[src/rtl/alu_staged_pkg.sv]
// Shared types and helpers for the staged ALU: FSM states, command encodings
// per mode, flag bundle and operand-requirement decoding.
package alu_staged_pkg;

  localparam int DEF_WIDTH       = 8;
  localparam int DEF_WAIT_CYCLES = 16;
  localparam int DEF_MUL_LAT     = 3;

  typedef enum logic [1:0] {
    ST_IDLE,
    ST_WAIT_OP,
    ST_EXEC,
    ST_MUL
  } state_t;

  typedef enum logic [3:0] {
    A_ADD     = 4'd0,
    A_SUB     = 4'd1,
    A_ADD_CIN = 4'd2,
    A_SUB_CIN = 4'd3,
    A_INC_A   = 4'd4,
    A_DEC_A   = 4'd5,
    A_INC_B   = 4'd6,
    A_DEC_B   = 4'd7,
    A_CMP     = 4'd8,
    A_MUL_INC = 4'd9,
    A_MUL_SHL = 4'd10
  } arith_cmd_t;

  typedef enum logic [3:0] {
    L_AND     = 4'd0,
    L_NAND    = 4'd1,
    L_OR      = 4'd2,
    L_NOR     = 4'd3,
    L_XOR     = 4'd4,
    L_XNOR    = 4'd5,
    L_NOT_A   = 4'd6,
    L_NOT_B   = 4'd7,
    L_SHR1_A  = 4'd8,
    L_SHL1_A  = 4'd9,
    L_SHR1_B  = 4'd10,
    L_SHL1_B  = 4'd11,
    L_ROL_A_B = 4'd12,
    L_ROR_A_B = 4'd13
  } logic_cmd_t;

  typedef struct packed {
    logic oflow;
    logic cout;
    logic g;
    logic l;
    logic e;
    logic err;
  } alu_flags_t;

  // Operands a command needs as an inp_valid mask; 2'b00 marks an illegal
  // command, which completes as soon as any operand is presented.
  function automatic logic [1:0] operand_need(input logic mode, input logic [3:0] cmd);
    logic [1:0] need;
    need = 2'b00;
    if (mode) begin
      case (cmd)
        A_INC_A, A_DEC_A: need = 2'b01;
        A_INC_B, A_DEC_B: need = 2'b10;
        A_ADD, A_SUB, A_ADD_CIN, A_SUB_CIN, A_CMP, A_MUL_INC, A_MUL_SHL: need = 2'b11;
        default: need = 2'b00;
      endcase
    end else begin
      case (cmd)
        L_NOT_A, L_SHR1_A, L_SHL1_A: need = 2'b01;
        L_NOT_B, L_SHR1_B, L_SHL1_B: need = 2'b10;
        L_AND, L_NAND, L_OR, L_NOR, L_XOR, L_XNOR, L_ROL_A_B, L_ROR_A_B: need = 2'b11;
        default: need = 2'b00;
      endcase
    end
    return need;
  endfunction

  function automatic logic is_mul_op(input logic mode, input logic [3:0] cmd);
    return mode && (cmd == A_MUL_INC || cmd == A_MUL_SHL);
  endfunction

endpackage

[src/rtl/alu_mul_pipe.sv]
// Multiply pipeline: product formed on the start edge, then carried through
// MUL_LAT-1 register stages so the core's result register lands at MUL_LAT.
module alu_mul_pipe #(
  parameter int WIDTH   = 8,
  parameter int MUL_LAT = 3
) (
  input  logic               clk,
  input  logic               reset,
  input  logic               ce,
  input  logic               start,
  input  logic [WIDTH:0]     a,
  input  logic [WIDTH:0]     b,
  output logic               out_valid,
  output logic [2*WIDTH-1:0] product
);

  localparam int STAGES = MUL_LAT - 1;

  logic [2*WIDTH-1:0] a_ext;
  logic [2*WIDTH-1:0] b_ext;
  logic [2*WIDTH-1:0] prod_comb;
  logic [2*WIDTH-1:0] prod_reg [STAGES];
  logic               vld_reg  [STAGES];

  // Multiplying in the 2*WIDTH context keeps the product modulo 2^(2*WIDTH).
  assign a_ext     = {{(WIDTH-1){1'b0}}, a};
  assign b_ext     = {{(WIDTH-1){1'b0}}, b};
  assign prod_comb = a_ext * b_ext;

  generate
    for (genvar gi = 0; gi < STAGES; gi++) begin : g_stage
      if (gi == 0) begin : g_first
        always_ff @(posedge clk or posedge reset) begin
          if (reset) begin
            prod_reg[gi] <= '0;
            vld_reg[gi]  <= 1'b0;
          end else if (ce) begin
            prod_reg[gi] <= prod_comb;
            vld_reg[gi]  <= start;
          end
        end
      end else begin : g_next
        always_ff @(posedge clk or posedge reset) begin
          if (reset) begin
            prod_reg[gi] <= '0;
            vld_reg[gi]  <= 1'b0;
          end else if (ce) begin
            prod_reg[gi] <= prod_reg[gi-1];
            vld_reg[gi]  <= vld_reg[gi-1];
          end
        end
      end
    end
  endgenerate

  assign out_valid = vld_reg[STAGES-1];
  assign product   = prod_reg[STAGES-1];

endmodule

[src/rtl/alu_staged_core.sv]
// Staged ALU: collects operands (possibly over several cycles), executes
// single-cycle ops directly and routes multiplies through alu_mul_pipe.
module alu_staged_core
  import alu_staged_pkg::*;
#(
  parameter int WIDTH       = DEF_WIDTH,
  parameter int WAIT_CYCLES = DEF_WAIT_CYCLES,
  parameter int MUL_LAT     = DEF_MUL_LAT
) (
  input  logic               clk,
  input  logic               reset,
  input  logic               ce,
  input  logic [WIDTH-1:0]   opa,
  input  logic [WIDTH-1:0]   opb,
  input  logic [3:0]         cmd,
  input  logic [1:0]         inp_valid,
  input  logic               mode,
  input  logic               cin,
  output logic [2*WIDTH-1:0] res,
  output logic               oflow,
  output logic               cout,
  output logic               g,
  output logic               l,
  output logic               e,
  output logic               err,
  output logic               res_valid,
  output logic               busy
);

  localparam int AMT_W = $clog2(WIDTH);
  localparam int CNT_W = $clog2(WAIT_CYCLES + 1);
  localparam logic [CNT_W-1:0] CNT_LAST = CNT_W'(WAIT_CYCLES - 1);
  localparam logic [WIDTH:0]   ONE_EXT  = (WIDTH+1)'(1);

  state_t             state_reg, state_next;
  logic [CNT_W-1:0]   cnt_reg, cnt_next;
  logic [3:0]         cmd_q_reg, cmd_q_next;
  logic               mode_q_reg, mode_q_next;
  logic               cin_q_reg, cin_q_next;
  logic [WIDTH-1:0]   opa_q_reg, opa_q_next;
  logic [WIDTH-1:0]   opb_q_reg, opb_q_next;
  logic               have_a_reg, have_a_next;
  logic [2*WIDTH-1:0] res_reg, res_next;
  alu_flags_t         flags_reg, flags_next;
  logic               res_valid_reg, res_valid_next;

  logic               use_q;
  logic [3:0]         cur_cmd;
  logic               cur_mode;
  logic               cur_cin;
  logic [WIDTH-1:0]   cur_a;
  logic [WIDTH-1:0]   cur_b;
  logic [WIDTH:0]     ext_a, ext_b, ext_cin, tmp;
  logic [WIDTH-1:0]   alu_lo;
  alu_flags_t         alu_flags;
  int                 rot_n;
  logic [1:0]         need;
  logic               complete;
  logic               mul_start;
  logic [WIDTH:0]     mul_a, mul_b;
  logic               mul_out_valid;
  logic [2*WIDTH-1:0] mul_prod;

  // While waiting, the captured command and operand win; only the missing
  // operand is taken from the live inputs.
  assign use_q    = (state_reg == ST_WAIT_OP);
  assign cur_cmd  = use_q ? cmd_q_reg  : cmd;
  assign cur_mode = use_q ? mode_q_reg : mode;
  assign cur_cin  = use_q ? cin_q_reg  : cin;
  assign cur_a    = (use_q && have_a_reg)  ? opa_q_reg : opa;
  assign cur_b    = (use_q && !have_a_reg) ? opb_q_reg : opb;
  assign ext_a    = {1'b0, cur_a};
  assign ext_b    = {1'b0, cur_b};
  assign ext_cin  = {{WIDTH{1'b0}}, cur_cin};

  always_comb begin
    alu_lo    = '0;
    alu_flags = '0;
    tmp       = '0;
    rot_n     = 0;
    if (cur_mode) begin
      case (cur_cmd)
        A_ADD:     begin tmp = ext_a + ext_b;           alu_lo = tmp[WIDTH-1:0]; alu_flags.cout  = tmp[WIDTH]; end
        A_SUB:     begin tmp = ext_a - ext_b;           alu_lo = tmp[WIDTH-1:0]; alu_flags.oflow = tmp[WIDTH]; end
        A_ADD_CIN: begin tmp = ext_a + ext_b + ext_cin; alu_lo = tmp[WIDTH-1:0]; alu_flags.cout  = tmp[WIDTH]; end
        A_SUB_CIN: begin tmp = ext_a - ext_b - ext_cin; alu_lo = tmp[WIDTH-1:0]; alu_flags.oflow = tmp[WIDTH]; end
        A_INC_A:   begin tmp = ext_a + ONE_EXT;         alu_lo = tmp[WIDTH-1:0]; alu_flags.cout  = tmp[WIDTH]; end
        A_DEC_A:   begin tmp = ext_a - ONE_EXT;         alu_lo = tmp[WIDTH-1:0]; alu_flags.oflow = tmp[WIDTH]; end
        A_INC_B:   begin tmp = ext_b + ONE_EXT;         alu_lo = tmp[WIDTH-1:0]; alu_flags.cout  = tmp[WIDTH]; end
        A_DEC_B:   begin tmp = ext_b - ONE_EXT;         alu_lo = tmp[WIDTH-1:0]; alu_flags.oflow = tmp[WIDTH]; end
        A_CMP: begin
          alu_flags.g = (cur_a > cur_b);
          alu_flags.l = (cur_a < cur_b);
          alu_flags.e = (cur_a == cur_b);
        end
        A_MUL_INC, A_MUL_SHL: ;
        default: alu_flags.err = 1'b1;
      endcase
    end else begin
      case (cur_cmd)
        L_AND:    alu_lo = cur_a & cur_b;
        L_NAND:   alu_lo = ~(cur_a & cur_b);
        L_OR:     alu_lo = cur_a | cur_b;
        L_NOR:    alu_lo = ~(cur_a | cur_b);
        L_XOR:    alu_lo = cur_a ^ cur_b;
        L_XNOR:   alu_lo = ~(cur_a ^ cur_b);
        L_NOT_A:  alu_lo = ~cur_a;
        L_NOT_B:  alu_lo = ~cur_b;
        L_SHR1_A: alu_lo = cur_a >> 1;
        L_SHL1_A: alu_lo = cur_a << 1;
        L_SHR1_B: alu_lo = cur_b >> 1;
        L_SHL1_B: alu_lo = cur_b << 1;
        L_ROL_A_B, L_ROR_A_B: begin
          if (|(cur_b >> AMT_W)) begin
            alu_flags.err = 1'b1;
          end else begin
            rot_n = int'(cur_b[AMT_W-1:0]) % WIDTH;
            if (cur_cmd == L_ROL_A_B)
              alu_lo = (cur_a << rot_n) | (cur_a >> (WIDTH - rot_n));
            else
              alu_lo = (cur_a >> rot_n) | (cur_a << (WIDTH - rot_n));
          end
        end
        default: alu_flags.err = 1'b1;
      endcase
    end
  end

  always_comb begin
    if (cur_cmd == A_MUL_INC) begin
      mul_a = ext_a + ONE_EXT;
      mul_b = ext_b + ONE_EXT;
    end else begin
      mul_a = {1'b0, cur_a[WIDTH-2:0], 1'b0};
      mul_b = ext_b;
    end
  end

  always_comb begin
    state_next     = state_reg;
    cnt_next       = cnt_reg;
    cmd_q_next     = cmd_q_reg;
    mode_q_next    = mode_q_reg;
    cin_q_next     = cin_q_reg;
    opa_q_next     = opa_q_reg;
    opb_q_next     = opb_q_reg;
    have_a_next    = have_a_reg;
    res_next       = res_reg;
    flags_next     = flags_reg;
    res_valid_next = 1'b0;
    mul_start      = 1'b0;
    complete       = 1'b0;
    need           = operand_need(cur_mode, cur_cmd);

    case (state_reg)
      ST_IDLE: begin
        if (inp_valid != 2'b00) begin
          if (need == 2'b00 || (inp_valid & need) == need) begin
            complete = 1'b1;
          end else if (need == 2'b11) begin
            cmd_q_next  = cmd;
            mode_q_next = mode;
            cin_q_next  = cin;
            opa_q_next  = opa;
            opb_q_next  = opb;
            have_a_next = inp_valid[0];
            cnt_next    = '0;
            state_next  = ST_WAIT_OP;
          end
        end
      end
      ST_WAIT_OP: begin
        if (have_a_reg ? inp_valid[1] : inp_valid[0]) begin
          complete = 1'b1;
        end else if (cnt_reg == CNT_LAST) begin
          res_next       = '0;
          flags_next     = '0;
          flags_next.err = 1'b1;
          res_valid_next = 1'b1;
          state_next     = ST_IDLE;
        end else begin
          cnt_next = cnt_reg + 1'b1;
        end
      end
      ST_EXEC: state_next = ST_IDLE;
      ST_MUL: begin
        if (mul_out_valid) begin
          res_next       = mul_prod;
          flags_next     = '0;
          res_valid_next = 1'b1;
          state_next     = ST_IDLE;
        end
      end
      default: state_next = ST_IDLE;
    endcase

    if (complete) begin
      if (is_mul_op(cur_mode, cur_cmd)) begin
        mul_start  = 1'b1;
        state_next = ST_MUL;
      end else begin
        res_next       = {{WIDTH{1'b0}}, alu_lo};
        flags_next     = alu_flags;
        res_valid_next = 1'b1;
        state_next     = ST_EXEC;
      end
    end
  end

  always_ff @(posedge clk or posedge reset) begin
    if (reset) begin
      state_reg     <= ST_IDLE;
      cnt_reg       <= '0;
      cmd_q_reg     <= '0;
      mode_q_reg    <= 1'b0;
      cin_q_reg     <= 1'b0;
      opa_q_reg     <= '0;
      opb_q_reg     <= '0;
      have_a_reg    <= 1'b0;
      res_reg       <= '0;
      flags_reg     <= '0;
      res_valid_reg <= 1'b0;
    end else if (ce) begin
      state_reg     <= state_next;
      cnt_reg       <= cnt_next;
      cmd_q_reg     <= cmd_q_next;
      mode_q_reg    <= mode_q_next;
      cin_q_reg     <= cin_q_next;
      opa_q_reg     <= opa_q_next;
      opb_q_reg     <= opb_q_next;
      have_a_reg    <= have_a_next;
      res_reg       <= res_next;
      flags_reg     <= flags_next;
      res_valid_reg <= res_valid_next;
    end
  end

  alu_mul_pipe #(
    .WIDTH   (WIDTH),
    .MUL_LAT (MUL_LAT)
  ) u_mul_pipe (
    .clk       (clk),
    .reset     (reset),
    .ce        (ce),
    .start     (mul_start),
    .a         (mul_a),
    .b         (mul_b),
    .out_valid (mul_out_valid),
    .product   (mul_prod)
  );

  // A pending pulse is masked while ce is low and shows once ce returns.
  assign res_valid = res_valid_reg & ce;
  assign busy      = (state_reg == ST_WAIT_OP) || (state_reg == ST_MUL);
  assign res       = res_reg;
  assign oflow     = flags_reg.oflow;
  assign cout      = flags_reg.cout;
  assign g         = flags_reg.g;
  assign l         = flags_reg.l;
  assign e         = flags_reg.e;
  assign err       = flags_reg.err;

endmodule

[config.mk]
export PLATFORM = sky130hd
export DESIGN_NAME = alu_staged_core
export DESIGN_NICKNAME = d
export VERILOG_FILES = /design/src/rtl/alu_staged_pkg.sv /design/src/rtl/alu_mul_pipe.sv /design/src/rtl/alu_staged_core.sv
export SDC_FILE = /design/constraint.sdc
export NUM_CORES = 1
export LEC_CHECK = 0
export ABC_AREA = 1
export CAP_MARGIN = 20
export CORE_MARGIN = 3
export CORE_UTILIZATION = 41
export CTS_CLUSTER_DIAMETER = 50
export CTS_CLUSTER_SIZE = 10
export DETAILED_ROUTE_END_ITERATION = 6
export SKIP_LAST_GASP = 1
export SLEW_MARGIN = 20
export SYNTH_ARGS = -nofsm -noshare
export SYNTH_HDL_FRONTEND = slang
export SYNTH_HIERARCHICAL = 1
export SYNTH_SLANG_ARGS = --single-unit
[constraint.sdc]
create_clock -name clk -period 11.7 [get_ports clk]
set_input_delay 2.34 -clock clk [delete_from_list [all_inputs] [get_ports clk]]
set_output_delay 2.34 -clock clk [all_outputs]
set_load 0.05 [all_outputs]
# Yosys cells after proc, flatten, opt, wreduce, memory -nomap -nowiden
# Memories as Yosys holds them, arrays and structs flattened.
# Cells that the tools add are included.
# totals
out_inout_bits	24
ff_bits	87
n_memories	2
mem_bits_ro	64
inputBits	27
word_cells	163
# memory_table
name	depth	word_bits	read_ports	rd_ports_with_merged_regs	wr	line	rtl
(name not given)	16	2	1	0	0	alu_staged_pkg.sv:62	case (cmd)
(name not given)	16	2	1	0	0	alu_staged_pkg.sv:69	case (cmd)
# classes
n_reduce_logical	19
n_shift	4
n_lt_le_gt_ge	2
eq_ne	31
bitwise_logic	13
multipliers	1
mux	61
n_addsub	10
# op_table
cell	n
8-bit one-hot mux with 13 select lines	1
16-bit two-way mux	5
8-bit one-hot mux with 8 select lines	1
8-bit two-way mux	5
8-bit inverter	5
16-bit one-hot mux with 2 select lines	1
8-bit by 32-bit left shift with 8-bit output	1
8-bit by 32-bit >> shifter with 8-bit output	1
5-bit two-way mux	6
6-bit two-way mux	5
4-bit equality test, second input constant	6
8-bit bitwise OR	3
8-bit by 1-bit adder with 9-bit output, second input constant	2
9-bit two-way mux	2
8-bit by 1-bit subtractor with 9-bit output, second input constant	2
1-bit two-way mux	17
4-bit by 3-bit equality test with 1-bit output, second input constant	4
9-bit by 9-bit multiplier with 16-bit output	1
2-bit two-way mux	8
7-bit AND reduction	2
3-bit != test, second input constant	4
6-bit one-hot mux with 2 select lines	1
12-bit OR reduction	1
11-bit OR reduction	1
40 further kinds	56

# Depth between registers and ports, before layout
# Gate-level depths: netlist of run 1.
# depth
word_depth	12
depth_mapped	37
ltp_nobuf	34

# Modules after synthesis
# The synthesis of run 1 kept the hierarchy.
# modules_own_cells
mod	instances	area_per_inst_um2	cells_per_inst	seq_area_each_um2
alu_staged_core	1	7019.2	1203	1326.3
alu_mul_pipe	1	4033.9	552	850.8

# Least setup slack after synthesis of run 1
# No wires, ideal clock.
# synth_timing
path_kind	in2reg
start	input port cmd[1]
end	register u_mul_pipe/prod_reg[29] (netlist name)
setup_slack_ns	4.436
setup_time_ns	0.117
arrival_ns	7.147
n_path_buf	3
path_stages	29
required_ns	11.583
cell_sequence	inv_1 > nand2_2 > o21ai_4 > inv_2 > nor2_1 > nand2_2 > inv_1 > buf_2 > buf_1 > nand2_1 > o21ai_0 > clkbuf_1 > nand2_1 > fa_1 > inv_1 > fa_1 > fa_1 > inv_1 > fa_1 > inv_1 > ha_1 > nand2_1 > inv_1 > a21oi_1 > nand2_1 > nand2_1 > nand3_1 > nand3_1 > nand2_1
# synth_via
elab_chain_len	4
word_cells_on_any_way	5
classes_between	mul (1); eq/ne (1); mux (3)
# synth_lines
item	line	rtl
start, declared	alu_staged_core.sv:15	input logic [3:0] cmd,
4-bit two-way mux	alu_staged_core.sv:67	assign cur_cmd = use_q ? cmd_q_reg : cmd;
4-bit equality test	alu_staged_core.sv:130	if (cur_cmd == A_MUL_INC) begin
9-bit two-way mux	alu_staged_core.sv:130	
named net mul_a[4]	alu_staged_core.sv:60	logic [WIDTH:0] mul_a, mul_b;
9-bit by 9-bit multiplier with 16-bit output	alu_mul_pipe.sv:28	assign prod_comb = a_ext * b_ext;
end signal, assigned by index	alu_mul_pipe.sv:38	prod_reg[gi] <= prod_comb;
end, declared	alu_mul_pipe.sv:22	logic [2*WIDTH-1:0] prod_reg [STAGES];
# The timed path passes the listed nets, and every way through them passes these cells.
# A chain may end at the register's enable or synchronous reset.

# Worst setup path in the final report of run 1
# layout_timing
start	input port opb[1]
end	register u_mul_pipe/prod_reg[29] (netlist name)
# layout_via
elab_chain_len	4
# layout_lines
item	line	rtl
start, declared	alu_staged_core.sv:14	input logic [WIDTH-1:0] opb,
8-bit two-way mux (*)	alu_staged_core.sv:71	assign cur_b = (use_q && !have_a_reg) ? opb_q_reg : opb;
8-bit by 1-bit adder with 9-bit output	alu_staged_core.sv:132	mul_b = ext_b + ONE_EXT;
9-bit two-way mux (*)	alu_staged_core.sv:130	
named net mul_b[1]	alu_staged_core.sv:60	
9-bit by 9-bit multiplier with 16-bit output (*)	alu_mul_pipe.sv:28	
# The timed path passes the listed nets; every way through them passes the cells marked *.

==> results of run 1 <==
worst register-to-register path, stage by stage (launching register included):
cell and delay [ns]:
dfrtp_1 0.89, nand3_2 0.44, nand2_1 0.16, nand2_1 0.38, ha_1 0.83, inv_1 0.47, o21ai_0 0.45, buf_4 0.25
nand2_1 0.09, fa_1 0.50, inv_1 0.05, fa_1 0.50, inv_1 0.05, fa_1 0.46, fa_1 0.54, inv_1 0.04
ha_1 0.36, nand2_1 0.12, nor2_2 0.12, nand2_1 0.06, nand2_1 0.09, nand2_1 0.08, nand2_1 0.06, nand2_1 0.04
nand3_1 0.06, nand2_1 0.05
Yosys cell counts (11+ instances only):
cell type	instances
nand3_1	114
inv_1	267
o21ai_0	121
nand2_2	28
buf_2	20
o21ai_2	15
a21oi_1	44
nand4_1	12
nor2_1	105
fa_1	49
o21ai_1	25
inv_2	26
o2111ai_1	12
dfrtp_1	87
nor3_1	11
o22ai_1	24
clkbuf_1	33
ha_1	57
buf_4	19
nand2_1	578
final cells by class:
| cell class | count | area (sq um) | share of cell area |
|---|---|---|---|
| multi-input cells | 1288 | 7286 | 0.6119 |
| flip-flops and latches | 87 | 2177 | 0.1828 |
| inverters | 298 | 1124 | 0.09436 |
| repair buffers | 64 | 600.6 | 0.05044 |
| well taps | 335 | 419.2 | 0.03520 |
| clock buffers | 9 | 225.2 | 0.01891 |
| clock inverters | 7 | 76.32 | 0.006410 |
path summary, 6_finish.rpt:
kind | to | slack (ns) | cells after the start
max in group asynchronous | opa_q_reg[0] | 8.63 | 3
setup reg to reg | u_mul_pipe/prod_reg[29] | 4.48 | 25
hold / removal | u_mul_pipe/product[15] | 0.47 | 2
hold reg to reg | u_mul_pipe/product[15] | 0.47 | 2
setup / recovery | u_mul_pipe/prod_reg[29] | 3.38 | 26
min in group asynchronous | u_mul_pipe/prod_reg[25] | 2.43 | 3
per-layer routing:
layer	part of all wire	vias to the layer above	track usage
li1	-	5517	-
met1	0.45	5333	0.3636
met5	0	-	0
met4	0.040	0	0.1041
met2	0.43	451	0.3923
met3	0.079	72	0.05134
cells by family after synthesis:
group | synth area share
fa+ha+maj | 0.1533
buf+inv | 0.1443
flops | 0.1970
compound gates | 0.1573
xor+xnor | 0.009509
simple gates | 0.3386
metrics by stage:
stage | hold WS (ns) | cell area (sq um)
global placement | 0.4553 | 11600
floorplan | 0.4422 | 11050
CTS | 0.4760 | 11900
finish | 0.4730 | 11910
global route | 0.4946 | 11910
detailed placement | 0.4592 | 11600
==> results.py, run 1 <==
metrics = {
    "timing": {
        "worst_pin_slew_ns": 1.001,
        "hold_viol": 0,
        "finalSetupViolCount": 0,
        "finalCriticalPeriod_ns": 8.325,
        "final.period_utilization": 0.7115,
        "setup_tns_ns": 0,
        "setup_slack_ns": 3.375,
        "fmax_ghz": 0.1201,
        "skew_ns": 0.01163,
        "rsz0062_at_grt": "no",
        "slew_violations": 0,
        "relSlewSlack": 0.3256,
    },
    "layout": {
        "nets": 1881,
        "layout_commonest_cell": "nand2_1",
        "final_cell_mix": "578 x nand2_1, 266 x inv_1, 116 x o21ai_0",
        "fin_cells": 2088,
        "drive_above_1_share": 0.07587,
        "n_fill_cell": 2801,
        "area_delta_synth_final_pct": 7.732,
        "num_antenna_cells": 0,
        "final_util": 0.4531,
    },
    "placement": {
        "finalWeightedCongestion": 0.9909,
        "hpwlAfterDp_um": 28170,
        "dp_cells": 2072,
        "dpl_worst_slack_ns": 3.110,
        "io_buffers": 50,
    },
    "floorplan": {
        "io-pin-count": 51,
        "die_height_um": 170.2,
        "initial_core_util": 0.4206,
        "num_rows": 59,
        "core-area_sq_um": 26280,
        "dieArea_sq_um": 28960,
        "die_w_um": 170.2,
    },
    "yosys": {
        "synthFlopType": "dfrtp_1",
        "synth.net_count": 1888,
        "synth_area_leaders": "dfrtp_1 20%, nand2_1 20%, inv_1 9.1%",
        "yosys.area.top_type_share": 0.1970,
        "yosys_warnings": 6,
        "netlist_area_sq_um": 11050,
        "yosysTopAreaCell": "dfrtp_1",
        "async_reset_ff_frac": 1.000,
        "yosysUniqueCellTypes": 52,
        "ys_seq_area_frac": 0.1970,
        "synth-seq-cells": 87,
        "synth.avg_cell_area_sq_um": 6.298,
        "syn_inst": 1755,
        "synth_edf_count": 0,
    },
    "clocking": {
        "cts-root-buf": "clkbuf_16",
        "cts.clk_slew.worst_paths_ns": 0.08,
        "cts_buffers": 9,
        "htreeDepth": 3,
        "post_cts_resized": 0,
        "insertion_delay_ns": 0.36,
        "hold_buffers": 0,
        "cts_buffer_depth": 2,
        "postCtsSetupBuffers": 0,
        "clock-sinks": 87,
        "cts_tree": "done",
    },
    "route": {
        "wirelength_um": 36610,
        "vias_per_cell": 5.447,
        "first_iter_violations": 1274,
        "drcViolationCount": 0,
        "vias": 11370,
        "first_pass_iters": 6,
        "wl_per_cell_um": 17.53,
        "final_antenna_net_count": 0,
    },
    "min_path": {
        "hold_path_class": "reg -> reg",
        "hold_path.startpoint": "u_mul_pipe/prod_reg[31]",
    },
    "setup_path": {
        "start_kind": "input port",
        "critPathKind": "in -> reg",
        "crit_top_cell": "nand2_1",
        "endpoint_kind": "flop",
        "worstPathRequired_ns": 11.95,
        "slowest_delay_ns": 0.83,
        "critPathTopFamily": "adder cells",
        "critPathBufInv": 7,
        "timing.rr.start": "state_reg[0]",
        "cp-startpoint": "opb[1]",
        "worst_ep_arrival_time_ns": 8.57,
        "slowest_stage": "ha_1",
        "worstPathMaxFanout": 17,
    },
    "global_routing": {
        "overflow": 0,
        "grt_pass1_wl_um": 59350,
        "grt_max_degree": 54,
        "grt_antenna_before_repair": 0,
        "grt_pass1_vias": 10860,
        "grt.total_usage": 0.2591,
    },
    "run": {
        "maxCapViolCount": 0,
    },
    "run_status": {
        "status": "completed",
    },
}
Power of run 1 is not shown: default switching activity piles up to over one toggle a cycle in this logic, so the estimate is an artifact.
==> run 2: changes to the inputs <==
- clock period: 11.7 -> 8.3 ns (I/O delays scaled with it)
==> run 2 against run 1 <==
  * Clock skew increased by 0.0035 ns
  * Register-to-register slack lost 2.8 ns
  * Flip-flop and latch count did not move
  * Non-clock buffer count up 10
==> results.py, run 2 (synthesis gave the netlist of run 1 again) <==
metrics = {
    "run_status": {
        "status": "completed",
    },
    "layout": {
        "n_fill_cell": 2801,
        "nets": 1891,
        "area_delta_synth_final_pct": 8.297,
        "drive_above_1_share": 0.08054,
        "num_antenna_cells": 0,
        "multi_input_area_sq_um": 7281,
        "final_cell_mix": "578 x nand2_1, 265 x inv_1, 116 x o21ai_0",
        "layout_commonest_cell": "nand2_1",
        "regArea_sq_um": 2177,
    },
    "timing": {
        "finalCriticalPeriod_ns": 7.395,
        "hold_ws_ns": 0.4728,
        "slew_violations": 0,
        "setup_tns_ns": 0,
        "relSlewSlack": 0.2666,
        "rsz0062_at_grt": "no",
        "fmax_ghz": 0.1352,
        "hold_viol": 0,
        "finalSetupViolCount": 0,
        "worst_pin_slew_ns": 1.089,
        "skew_ns": 0.01509,
        "final.period_utilization": 0.8909,
    },
    "route": {
        "wl_per_cell_um": 17.74,
        "wirelength_um": 37220,
        "final_antenna_net_count": 0,
        "dr_wl_met3_um": 2821,
        "routed.top_layer": "met4",
        "vias_per_cell": 5.398,
        "wl_met2_um": 16400,
        "drcViolationCount": 0,
        "wl_met1_um": 16910,
        "vias": 11330,
        "first_pass_iters": 6,
        "first_iter_violations": 1365,
    },
    "clocking": {
        "hold_buffers": 0,
        "cts_buffers": 9,
        "cts-root-buf": "clkbuf_16",
        "htreeDepth": 3,
        "post_cts_resized": 0,
        "cts.clk_slew.worst_paths_ns": 0.08,
        "postCtsSetupBuffers": 0,
        "cts_tree": "done",
        "insertion_delay_ns": 0.36,
        "cts_buffer_depth": 2,
        "clock-sinks": 87,
    },
    "global_routing": {
        "grt_pass1_wl_um": 59860,
        "overflow": 0,
        "grt_antenna_before_repair": 0,
        "grt_pass1_vias": 10700,
        "grt_max_degree": 54,
        "grt.total_usage": 0.2621,
    },
    "setup_path": {
        "reg2reg_slack_ns": 1.64,
        "start_kind": "input port",
        "critPathBufInv": 7,
        "worst_ep_arrival_time_ns": 7.64,
        "endpoint_kind": "flop",
        "worstPathMaxFanout": 31,
        "crit_top_cell": "inv_1",
        "crit_chain": "clkdlybuf4s50_1 -> inv_1 -> o21ai_2 -> nor2_1 -> nand2_2 -> inv_1 -> o21ai_0 -> nand2_1 -> fa_1 -> inv_1 -> fa_1 -> fa_1 -> inv_1 -> fa_1 -> inv_1 -> ha_1 -> nand2_1 -> inv_1 -> a21oi_1 -> nand2_1 -> nand2_1 -> nand3_1 -> nand3_1 -> nand2_1",
        "critPathTopFamily": "adder cells",
        "critPathKind": "in -> reg",
        "slowest_stage": "o21ai_0",
        "worstPathRequired_ns": 8.55,
        "slowest_delay_ns": 1.00,
    },
    "floorplan": {
        "num_rows": 59,
        "initial_core_util": 0.4206,
        "dieArea_sq_um": 28960,
        "io-pin-count": 51,
        "core-area_sq_um": 26280,
        "die_w_um": 170.2,
        "die_height_um": 170.2,
    },
    "placement": {
        "hpwlAfterDp_um": 28440,
        "finalWeightedCongestion": 1.044,
        "io_buffers": 50,
    },
    "min_path": {
        "hold_path_class": "reg -> reg",
    },
    "run": {
        "maxCapViolCount": 0,
    },
}
run 2: worst register-to-register path: stages, from the launching register on:
cell	delay, ns
dfrtp_1	0.51
nor2_4	0.49
nand2_1	0.13
nand2_2	0.18
inv_1	0.09
nor2_1	0.28
nand2_2	0.22
inv_1	0.66
o21ai_0	0.61
nand2_1	0.18
inv_1	0.07
fa_1	0.49
inv_1	0.05
fa_1	0.48
inv_1	0.06
fa_1	0.50
fa_1	0.49
ha_1	0.36
nand2_1	0.08
nand2_1	0.09
a21oi_1	0.15
nand2_1	0.10
nand2_1	0.09
nand3_1	0.07
nand3_1	0.08
nand2_1	0.05
run 2: per-stage QoR:
step	setup WS, ns	cell area (sq um)	instances	utilization
final	0.9055	11970	2098	0.4555
after global routing	0.3819	11970	2098	0.4555
after CTS	0.8699	11970	2097	0.4553
after detailed placement	0.4943	11670	2081	0.4440
after global placement	0.6063	11670	2081	0.4440
after floorplan	1.716	11050	1755	-
run 2: worst paths after layout:
path / start / to / depth (start not counted)
max: cmd[2] / u_mul_pipe/prod_reg[29] / 24
min: u_mul_pipe/product[11] / u_mul_pipe/product[11] / 2
max reg2reg: state_reg[1] / u_mul_pipe/prod_reg[29] / 25
min reg2reg: u_mul_pipe/product[11] / u_mul_pipe/product[11] / 2
max in group asynchronous: reset / opb_q_reg[0] / 3
min in group asynchronous: reset / u_mul_pipe/prod_reg[29] / 3
run 2: cell type report:
class                           instances  share of cell area
Clock buffer                            9             0.01881
Multi-Input combinational cell       1288              0.6082
Tap cell                              335             0.03502
Inverter                              298             0.09386
Sequential cell                        87              0.1819
Timing Repair Buffer                   74             0.05624
Clock inverter                          7            0.005958
run 2: per-layer routing:
| metal | vias to the layer above | GRT usage |
|---|---|---|
| met5 | - | 0 |
| met4 | 0 | 0.08042 |
| met3 | 65 | 0.03159 |
| met2 | 457 | 0.4086 |
| met1 | 5272 | 0.3808 |
| li1 | 5531 | - |
Power of run 2 is left out for the same reason.
==> run 3: changes to the inputs <==
- CORE_UTILIZATION: 41 -> 63
- MAX_ROUTING_LAYER: default -> met4
- PLACE_DENSITY: default -> 0.83
==> run 3 against run 2 <==
  * Cell count shrank 5.8%
  * Critical endpoint unchanged
  * Utilization rose by 24 points
  * Count of clock-buffer cells in the layout unchanged
  * First-iteration DRC count is 3.7% lower
  * Hold slack got worse by 0.0038 ns
  * Highest routed layer unchanged
  * Setup slack worse by 0.12 ns
  * Flip-flop and latch count unchanged
  * Global-route usage is 13 points higher
  * Routed wire length down 1.6%
  * Via count rose by 4.7%
==> results.py, run 3 (synthesis gave the netlist of run 1 again) <==
metrics = {
    "run_status": {
        "status": "completed",
    },
    "timing": {
        "slew_violations": 0,
        "rsz0062_at_grt": "no",
        "hold_viol": 0,
        "relSlewSlack": 0.2082,
        "worst_pin_slew_ns": 1.177,
        "finalSetupViolCount": 0,
        "setup_tns_ns": 0,
        "final.period_utilization": 0.9056,
        "finalCriticalPeriod_ns": 7.517,
        "fmax_ghz": 0.1330,
        "skew_ns": 0.009692,
    },
    "clocking": {
        "cts_tree": "done",
        "insertion_delay_ns": 0.36,
        "post_cts_resized": 0,
        "postCtsSetupBuffers": 0,
        "cts-root-buf": "clkbuf_16",
        "clock-sinks": 87,
        "cts.clk_slew.worst_paths_ns": 0.08,
        "htreeDepth": 3,
        "hold_buffers": 0,
        "cts_buffers": 9,
        "cts_buffer_depth": 2,
    },
    "setup_path": {
        "worst_ep_arrival_time_ns": 7.76,
        "endpoint_kind": "flop",
        "worstPathMaxFanout": 31,
        "critPathKind": "in -> reg",
        "reg2reg_slack_ns": 1.21,
        "worstPathRequired_ns": 8.54,
        "start_kind": "input port",
    },
    "layout": {
        "area_delta_synth_final_pct": 6.554,
        "final_util": 0.6978,
        "layout_commonest_cell": "nand2_1",
        "final_cell_mix": "578 x nand2_1, 266 x inv_1, 117 x o21ai_0",
        "nets": 1883,
        "drive_above_1_share": 0.07578,
    },
    "floorplan": {
        "die_w_um": 138.5,
        "initial_core_util": 0.6549,
        "die_height_um": 138.5,
        "num_rows": 47,
        "core-area_sq_um": 16880,
        "io-pin-count": 51,
        "dieArea_sq_um": 19170,
    },
    "route": {
        "first_iter_violations": 1315,
        "vias": 11850,
        "first_pass_iters": 7,
        "final_antenna_net_count": 0,
        "vias_per_cell": 5.996,
        "wl_per_cell_um": 18.52,
        "drcViolationCount": 0,
        "wirelength_um": 36620,
    },
    "global_routing": {
        "grt_pass1_wl_um": 59060,
        "grt_max_degree": 54,
        "grt_pass1_vias": 11130,
        "grt_antenna_before_repair": 2,
        "overflow": 0,
        "grt.total_usage": 0.3926,
    },
    "min_path": {
        "hold_path_class": "reg -> reg",
    },
    "run": {
        "maxCapViolCount": 0,
    },
    "placement": {
        "finalWeightedCongestion": 1.053,
        "hpwlAfterDp_um": 28610,
        "io_buffers": 50,
    },
}
[run 3: cell count changes in the layout (fill, tap and decap cells not counted), sizes merged]
cell / before / now
diode: 0 / 2
clkinvlp: 2 / 1
buf: 24 / 15
clkdlybuf4s50: 49 / 50
inv: 298 / 299
[run 3: final cells by class]
type,instances,area (sq um)
Antenna cell,2,5.005
Multi-Input combinational cell,1288,7281
Inverter,298,1124
Sequential cell,87,2177
Timing Repair Buffer,66,618.1
Fill cell,1407,5100
Clock buffer,9,225.2
Clock inverter,7,72.57
Tap cell,220,275.3
[run 3: final timing paths]
path	from	to	cells after the start
worst max-delay path	cmd[2]	u_mul_pipe/prod_reg[29]	24
worst min-delay path	u_mul_pipe/prod_reg[21]	u_mul_pipe/product[5]	2
max in group asynchronous	reset	opa_q_reg[4]	3
worst max register to register	state_reg[0]	u_mul_pipe/prod_reg[29]	27
min in group asynchronous	reset	u_mul_pipe/product[11]	3
worst min register to register	u_mul_pipe/prod_reg[21]	u_mul_pipe/product[5]	2
[run 3: per-layer routing]
metal | GRT usage | part of all wire | routed length, um
met1 | 0.5364 | 0.41 | 14950
met2 | 0.5671 | 0.43 | 15570
met3 | 0.1043 | 0.13 | 4636
met4 | 0.1352 | 0.040 | 1462
met5 | - | 0 | 0
[run 3: per-stage QoR]
step | instance area [sq um] | setup slack [ns] | cells | hold WS [ns]
after floorplan | 11050 | 1.716 | 1755 | 0.4422
after global placement | 11470 | 0.5827 | 1958 | 0.4546
after detailed placement | 11470 | 0.4251 | 1958 | 0.4591
after CTS | 11770 | 0.7987 | 1974 | 0.4682
after global routing | 11780 | 0.3349 | 1977 | 0.4963
final | 11780 | 0.7832 | 1977 | 0.4690
[run 3: critical path, cell delays in order]
cell             delay (ns)
clkdlybuf4s50_1        0.45
inv_1                  0.07
o21ai_2                0.25
nor2_1                 0.16
nand2_2                0.22
inv_1                  0.43
o21ai_0                1.02
nand2_1                0.17
fa_1                   0.55
inv_1                  0.05
fa_1                   0.46
fa_1                   0.55
inv_1                  0.05
fa_1                   0.53
inv_1                  0.04
ha_1                   0.35
nand2_1                0.12
inv_1                  0.06
a21oi_1                0.15
nand2_1                0.10
nand2_1                0.08
nand3_1                0.07
nand3_1                0.09
nand2_1                0.05
Power of run 3 is left out for the same reason.
